[src/rtl/serial_subtractor_if.sv]
// Operand/result bundle between a sequencing controller and the bit-serial subtractor.
interface serial_subtractor_if #(
   parameter int WIDTH = 8
);
   logic             start;
   logic [WIDTH-1:0] A;
   logic [WIDTH-1:0] B;
   logic             busy;
   logic             done;
   logic [WIDTH-1:0] D_out;
   logic             B_out;
   logic             V_out;

   modport master (
      output start, A, B,
      input  busy, done, D_out, B_out, V_out
   );

   modport slave (
      input  start, A, B,
      output busy, done, D_out, B_out, V_out
   );
endinterface

[src/rtl/serial_subtractor.sv]
// Bit-serial WIDTH-bit subtractor D = A - B, LSB first, one full-subtractor slice
// with a registered borrow. Results and flags hold until the next completed operation.
//
// state    | meaning
// ---------+-------------------------------------------------------------
// S_IDLE   | waiting for start; operands captured on the accepting edge
// S_SHIFT  | one difference bit per cycle through the borrow slice
// S_FINISH | single cycle: publish difference, borrow, overflow; pulse done
module serial_subtractor #(
   parameter int WIDTH = 8
) (
   input  logic                clk,
   input  logic                rst_n,
   serial_subtractor_if.slave  bus
);
   localparam int CW = (WIDTH > 2) ? $clog2(WIDTH) : 1;
   localparam logic [CW-1:0] LAST_BIT = CW'(WIDTH - 1);

   typedef enum logic [1:0] {
      S_IDLE   = 2'd0,
      S_SHIFT  = 2'd1,
      S_FINISH = 2'd2
   } state_t;

   state_t           state;
   logic [WIDTH-1:0] a_sh;
   logic [WIDTH-1:0] b_sh;
   logic [WIDTH-1:0] res_sh;
   logic             bw;
   logic             sign_a;
   logic             sign_b;
   logic [CW-1:0]    count;
   logic             busy_r;
   logic             done_r;
   logic [WIDTH-1:0] d_out_r;
   logic             b_out_r;
   logic             v_out_r;

   logic d_bit;
   logic bw_next;

   // Full-subtractor slice: borrow out when a < b + borrow_in.
   always_comb begin
      d_bit   = a_sh[0] ^ b_sh[0] ^ bw;
      bw_next = (~a_sh[0] & b_sh[0]) | (~(a_sh[0] ^ b_sh[0]) & bw);
   end

   always_ff @(posedge clk or negedge rst_n) begin
      if (!rst_n) begin
         state   <= S_IDLE;
         a_sh    <= '0;
         b_sh    <= '0;
         res_sh  <= '0;
         bw      <= 1'b0;
         sign_a  <= 1'b0;
         sign_b  <= 1'b0;
         count   <= '0;
         busy_r  <= 1'b0;
         done_r  <= 1'b0;
         d_out_r <= '0;
         b_out_r <= 1'b0;
         v_out_r <= 1'b0;
      end else begin
         case (state)
            S_IDLE: begin
               busy_r <= 1'b0;
               done_r <= 1'b0;
               if (bus.start) begin
                  a_sh   <= bus.A;
                  b_sh   <= bus.B;
                  sign_a <= bus.A[WIDTH-1];
                  sign_b <= bus.B[WIDTH-1];
                  bw     <= 1'b0;
                  count  <= '0;
                  busy_r <= 1'b1;
                  state  <= S_SHIFT;
               end
            end
            S_SHIFT: begin
               done_r <= 1'b0;
               res_sh <= {d_bit, res_sh[WIDTH-1:1]};
               a_sh   <= a_sh >> 1;
               b_sh   <= b_sh >> 1;
               bw     <= bw_next;
               count  <= count + 1'b1;
               if (count == LAST_BIT) begin
                  busy_r <= 1'b0;
                  state  <= S_FINISH;
               end
            end
            S_FINISH: begin
               busy_r  <= 1'b0;
               done_r  <= 1'b1;
               d_out_r <= res_sh;
               b_out_r <= bw;
               // Overflow only possible when operand signs differ and the result sign flips from A's.
               v_out_r <= (sign_a != sign_b) & (res_sh[WIDTH-1] != sign_a);
               state   <= S_IDLE;
            end
            default: begin
               busy_r <= 1'b0;
               done_r <= 1'b0;
               state  <= S_IDLE;
            end
         endcase
      end
   end

   assign bus.busy  = busy_r;
   assign bus.done  = done_r;
   assign bus.D_out = d_out_r;
   assign bus.B_out = b_out_r;
   assign bus.V_out = v_out_r;
endmodule

[src/flat_wrapper.sv]
// flat-port wrapper written by rule: the top's interface ports become plain ports
module serial_subtractor_flat 
#(
   parameter int WIDTH = 8
)
  (clk, rst_n, bus_start, bus_A, bus_B, bus_busy, bus_done, bus_D_out, bus_B_out, bus_V_out);
  serial_subtractor_if #(.WIDTH(WIDTH)) bus_i ();
  input  logic clk;
  input  logic rst_n;
  input wire logic [$bits(bus_i.start)-1:0] bus_start;
  input wire logic [$bits(bus_i.A)-1:0] bus_A;
  input wire logic [$bits(bus_i.B)-1:0] bus_B;
  output wire logic [$bits(bus_i.busy)-1:0] bus_busy;
  output wire logic [$bits(bus_i.done)-1:0] bus_done;
  output wire logic [$bits(bus_i.D_out)-1:0] bus_D_out;
  output wire logic [$bits(bus_i.B_out)-1:0] bus_B_out;
  output wire logic [$bits(bus_i.V_out)-1:0] bus_V_out;
  assign bus_i.start = bus_start;
  assign bus_i.A = bus_A;
  assign bus_i.B = bus_B;
  assign bus_busy = bus_i.busy;
  assign bus_done = bus_i.done;
  assign bus_D_out = bus_i.D_out;
  assign bus_B_out = bus_i.B_out;
  assign bus_V_out = bus_i.V_out;
  serial_subtractor #(.WIDTH(WIDTH)) u_core (.clk(clk), .rst_n(rst_n), .bus(bus_i));
endmodule
[config.mk]
export PLATFORM = sky130hd
export DESIGN_NAME = serial_subtractor_flat
export DESIGN_NICKNAME = d
export VERILOG_FILES = /design/src/rtl/serial_subtractor_if.sv /design/src/rtl/serial_subtractor.sv /design/src/flat_wrapper.sv
export SDC_FILE = /design/constraint.sdc
export NUM_CORES = 1
export LEC_CHECK = 0
export ABC_CLOCK_PERIOD_IN_PS = 1500
export CAP_MARGIN = 20
export CORE_MARGIN = 8
export CORE_UTILIZATION = 30
export DETAILED_ROUTE_END_ITERATION = 8
export PLACE_DENSITY = 0.57
export SYNTH_ARGS = -nofsm -noshare
export SYNTH_HDL_FRONTEND = slang
export SYNTH_SLANG_ARGS = --single-unit
[constraint.sdc]
create_clock -name clk -period 1.5 [get_ports clk]
set_input_delay 0.3 -clock clk [delete_from_list [all_inputs] [get_ports clk]]
set_output_delay 0.3 -clock clk [all_outputs]
set_load 0.01 [all_outputs]
==> impl_results.md, run 1 <==
* Outcome: complete, no violations
* Top achievable clock speed at 768.5 MHz
* GRT Total Usage at 0.09295
* CTS max path bufs at 2
* Detailed Route WL at 3871 µm
* TritonCTS clock tree: yes
* Die W at 95.73 µm
* Critical path required time at 1200 ps
* Remaining Overflow, GRT at 0
* Max-slew violations at 0
* Detail Route Antenna Nets at 0
* Cts bufs inserted at 5
* Initial Util at 0.3055
* Startpoint types: register
* # port buffers at 30
* Crit share post-route at 0.8675
* Hold Path Class: reg2reg
* CP max stage delay at 410 ps
* Share of layout cells above drive strength 1 at 0.1845
* Met3 WL at 241 µm
* Lkg Pwr at 1.225 nW
* Area Growth Syn to Fin at 29.46%
* GP Congestion at 0.6843
* Clock share of power at 0.214
* Synth warn at 0
* Final clock skew at 17.42 ps
* DR vias/cell at 4.682
* H-Tree Level Count at 2
* Crit path max-delay family: flip-flops
* Critical Path AT at 1000 ps
* Worst Path Buf+Inv at 1
* Area of the mapped netlist at 1907 µm²
* DR pass1 iterations at 4
* Normalized max-slew margin at 0.7096
* RSZ-0062 raised after global routing: no
* Critical Path Slowest Stage Cell: dfrtp_1
* Root Driver: clkbuf_8
* Register bit total from synthesis at 44
* Design Power at 0.004396 W
* Critical path class: reg2out
* Clk_lat worst skew at 300 ps
* Rows at 29
* Mean Syn Cell Area at 11.70 µm²
* Seq pwr share at 0.447
* Mapped Nets at 185
* Power share of the combinational group at 0.340
* Cell count after synthesis at 163
* Max cap viols at 0
* Finished Cell Area at 2469 µm²
* Clock period minus worst slack at 1301 ps
* Final setup fails at 0
* Crit. End Element: primary output
* Post-layout util at 0.3955
* DP Area at 2347 µm²
* Seq/Total Area, Yosys at 0.5774
* Reg clk slew, reported paths at 100 ps
* Diode count at 0
* Top sig layer: met4
* Via count at 1,325
* HPWL after DPL at 2630 µm
* Die ar. at 9163 µm²
* WL met2 at 1778 µm
* Fraction of power spent switching nets at 0.3299
* M1 WL at 1809 µm
* Clk sinks at 44
* Power Internal at 0.002946 W
* # IOs at 31
* Pre-CTS setup slack at -51.85 ps
* Fillcell total at 622
* Fin worst setup slack at 198.8 ps
* Post-route DRC at 0
* Vias in the first global route at 1,387
* Fin Hold WS at 484.2 ps
* Multi-input gate area at 719.4 µm²
* Largest net degree at the start of global routing at 45
* Final hold vios at 0
* NetSw at 0.001450 W
* Synth cell types at 25
* Largest fanout on the critical path at 2
* Average routed wire per standard cell at 13.68 µm
* Core area at 6241 µm²
* Worst slew pin tran at 435.6 ps
* Layout Nets at 227
* Antenna violations before repair at 0
* Cell Chain, Critical Path: dlygate4sd2_1
* Iteration-0 DRC Markers at 52
* Worst R2R Setup Slack at 230 ps
* Max VDD drop at 703.5 µV
* Sequential cell area at 1101 µm²
* First-pass GRT wire length at 6658 µm
* Die Ht at 95.73 µm
* Power density over cell area at 1781 nW/µm²
synth_stat cells, drive strengths merged:
| cell type | instances | share of area |
|---|---|---|
| nor2b | 4 | 0.017 |
| fa | 1 | 0.010 |
| a21oi | 3 | 0.0079 |
| a22o | 4 | 0.018 |
| and3b | 1 | 0.0046 |
| o21bai | 1 | 0.0098 |
| a22oi | 13 | 0.051 |
| inv | 4 | 0.0079 |
| a31oi | 2 | 0.0066 |
| dfrtp | 44 | 0.58 |
| nand2b | 2 | 0.010 |
| nor3b | 2 | 0.014 |
| ha | 2 | 0.013 |
| buf | 9 | 0.039 |
| o21ai | 18 | 0.047 |
| mux2 | 11 | 0.083 |
| nand2 | 39 | 0.077 |
| nor2 | 3 | 0.0059 |
per-layer routing:
metal | vias up | global-route usage
li1 | 642 | -
met1 | 658 | 0.1163
met2 | 19 | 0.1434
met3 | 6 | 0.03432
met4 | 0 | 0.03457
met5 | - | 0
area by class of cell:
type                       instances  area share
multi-input combinational        106      0.2914
clock inverter                     3     0.01926
sequential                        44      0.4460
tap                               77     0.03903
timing repair buffer              44      0.1703
clock buffer                       5     0.02788
inverter                           4    0.006082
power by group through the flow:
stage / Sequential [W] / Combinational (W) / Clock, W
after global placement: 0.00198 / 0.00155 / 0
after floorplan: 0.00196 / 0.00102 / 0
after CTS: 0.00197 / 0.00152 / 0.000958
final: 0.00196 / 0.00149 / 0.000939
after global routing: 0.00203 / 0.00169 / 0.00103
after detailed placement: 0.00199 / 0.00158 / 0
flip-flops by register name, summed over array words and instances (netlist names), 2 cells and up:
signal / cells
u_core.state: 2
u_core.count: 3
u_core.a_sh: 8
u_core.bus.D_out: 8
u_core.res_sh: 8
u_core.b_sh: 8
through the flow:
step	std cells	setup TNS, ps
4_1_cts	283	0
3_3_place_gp	274	-128.9
6_report	283	0
3_5_place_dp	274	-141.2
2_1_floorplan	163	0
5_1_grt	283	0
repair_timing:
action                     CTS  global route
pin swaps                    0             0
hold endpoints to repair    44             0
hold buffers                 1             0
gates resized for setup     10             3
setup endpoints to repair   10            12
setup buffers                0             0
layout by cell type (no fill, tap or decap), types with 4 or more instances in the layout:
cell             count
dfrtp_1             44
nand2_1             39
clkdlybuf4s50_1     17
a22oi_1             13
buf_4               11
dlygate4sd2_1       10
mux2_4               9
o21ai_0              9
o21ai_1              9
clkbuf_8             5
inv_1                4
a22o_1               4
kinds of logic after synthesis:
logic type | share of synthesized area
buffers and inverters | 0.04658
AO/OA/AOI/OAI | 0.1411
multiplexers | 0.08268
flip-flops | 0.5774
AND/OR/NAND/NOR | 0.1286
adder cells (fa/ha/maj) | 0.02362
worst paths after layout:
| kind | startpoint | to | cells after the start |
|---|---|---|---|
| setup / recovery | u_core.bus.B_out | bus_B_out | 1 |
| hold / removal | u_core.res_sh[0] | u_core.res_sh[0] | 2 |
| setup reg to reg | u_core.state[1] | u_core.bus.D_out[2] | 2 |
| hold reg to reg | u_core.res_sh[0] | u_core.res_sh[0] | 2 |
| max in group asynchronous | rst_n | u_core.b_sh[3] | 3 |
| min in group asynchronous | rst_n | u_core.sign_a | 3 |
Note: power is estimated with default switching activity, not from simulation.
==> inputs of run 2 (changes only) <==
--- a/config.mk
+++ b/config.mk
@@ -10,6 +10,7 @@
 export CORE_MARGIN = 8
 export CORE_UTILIZATION = 30
 export DETAILED_ROUTE_END_ITERATION = 8
+export GPL_ROUTABILITY_DRIVEN = 0
 export PLACE_DENSITY = 0.57
 export SYNTH_ARGS = -nofsm -noshare
 export SYNTH_HDL_FRONTEND = slang
==> results of run 2 <==
No change in the layout: final DEF, timing and power equal those of run 1.
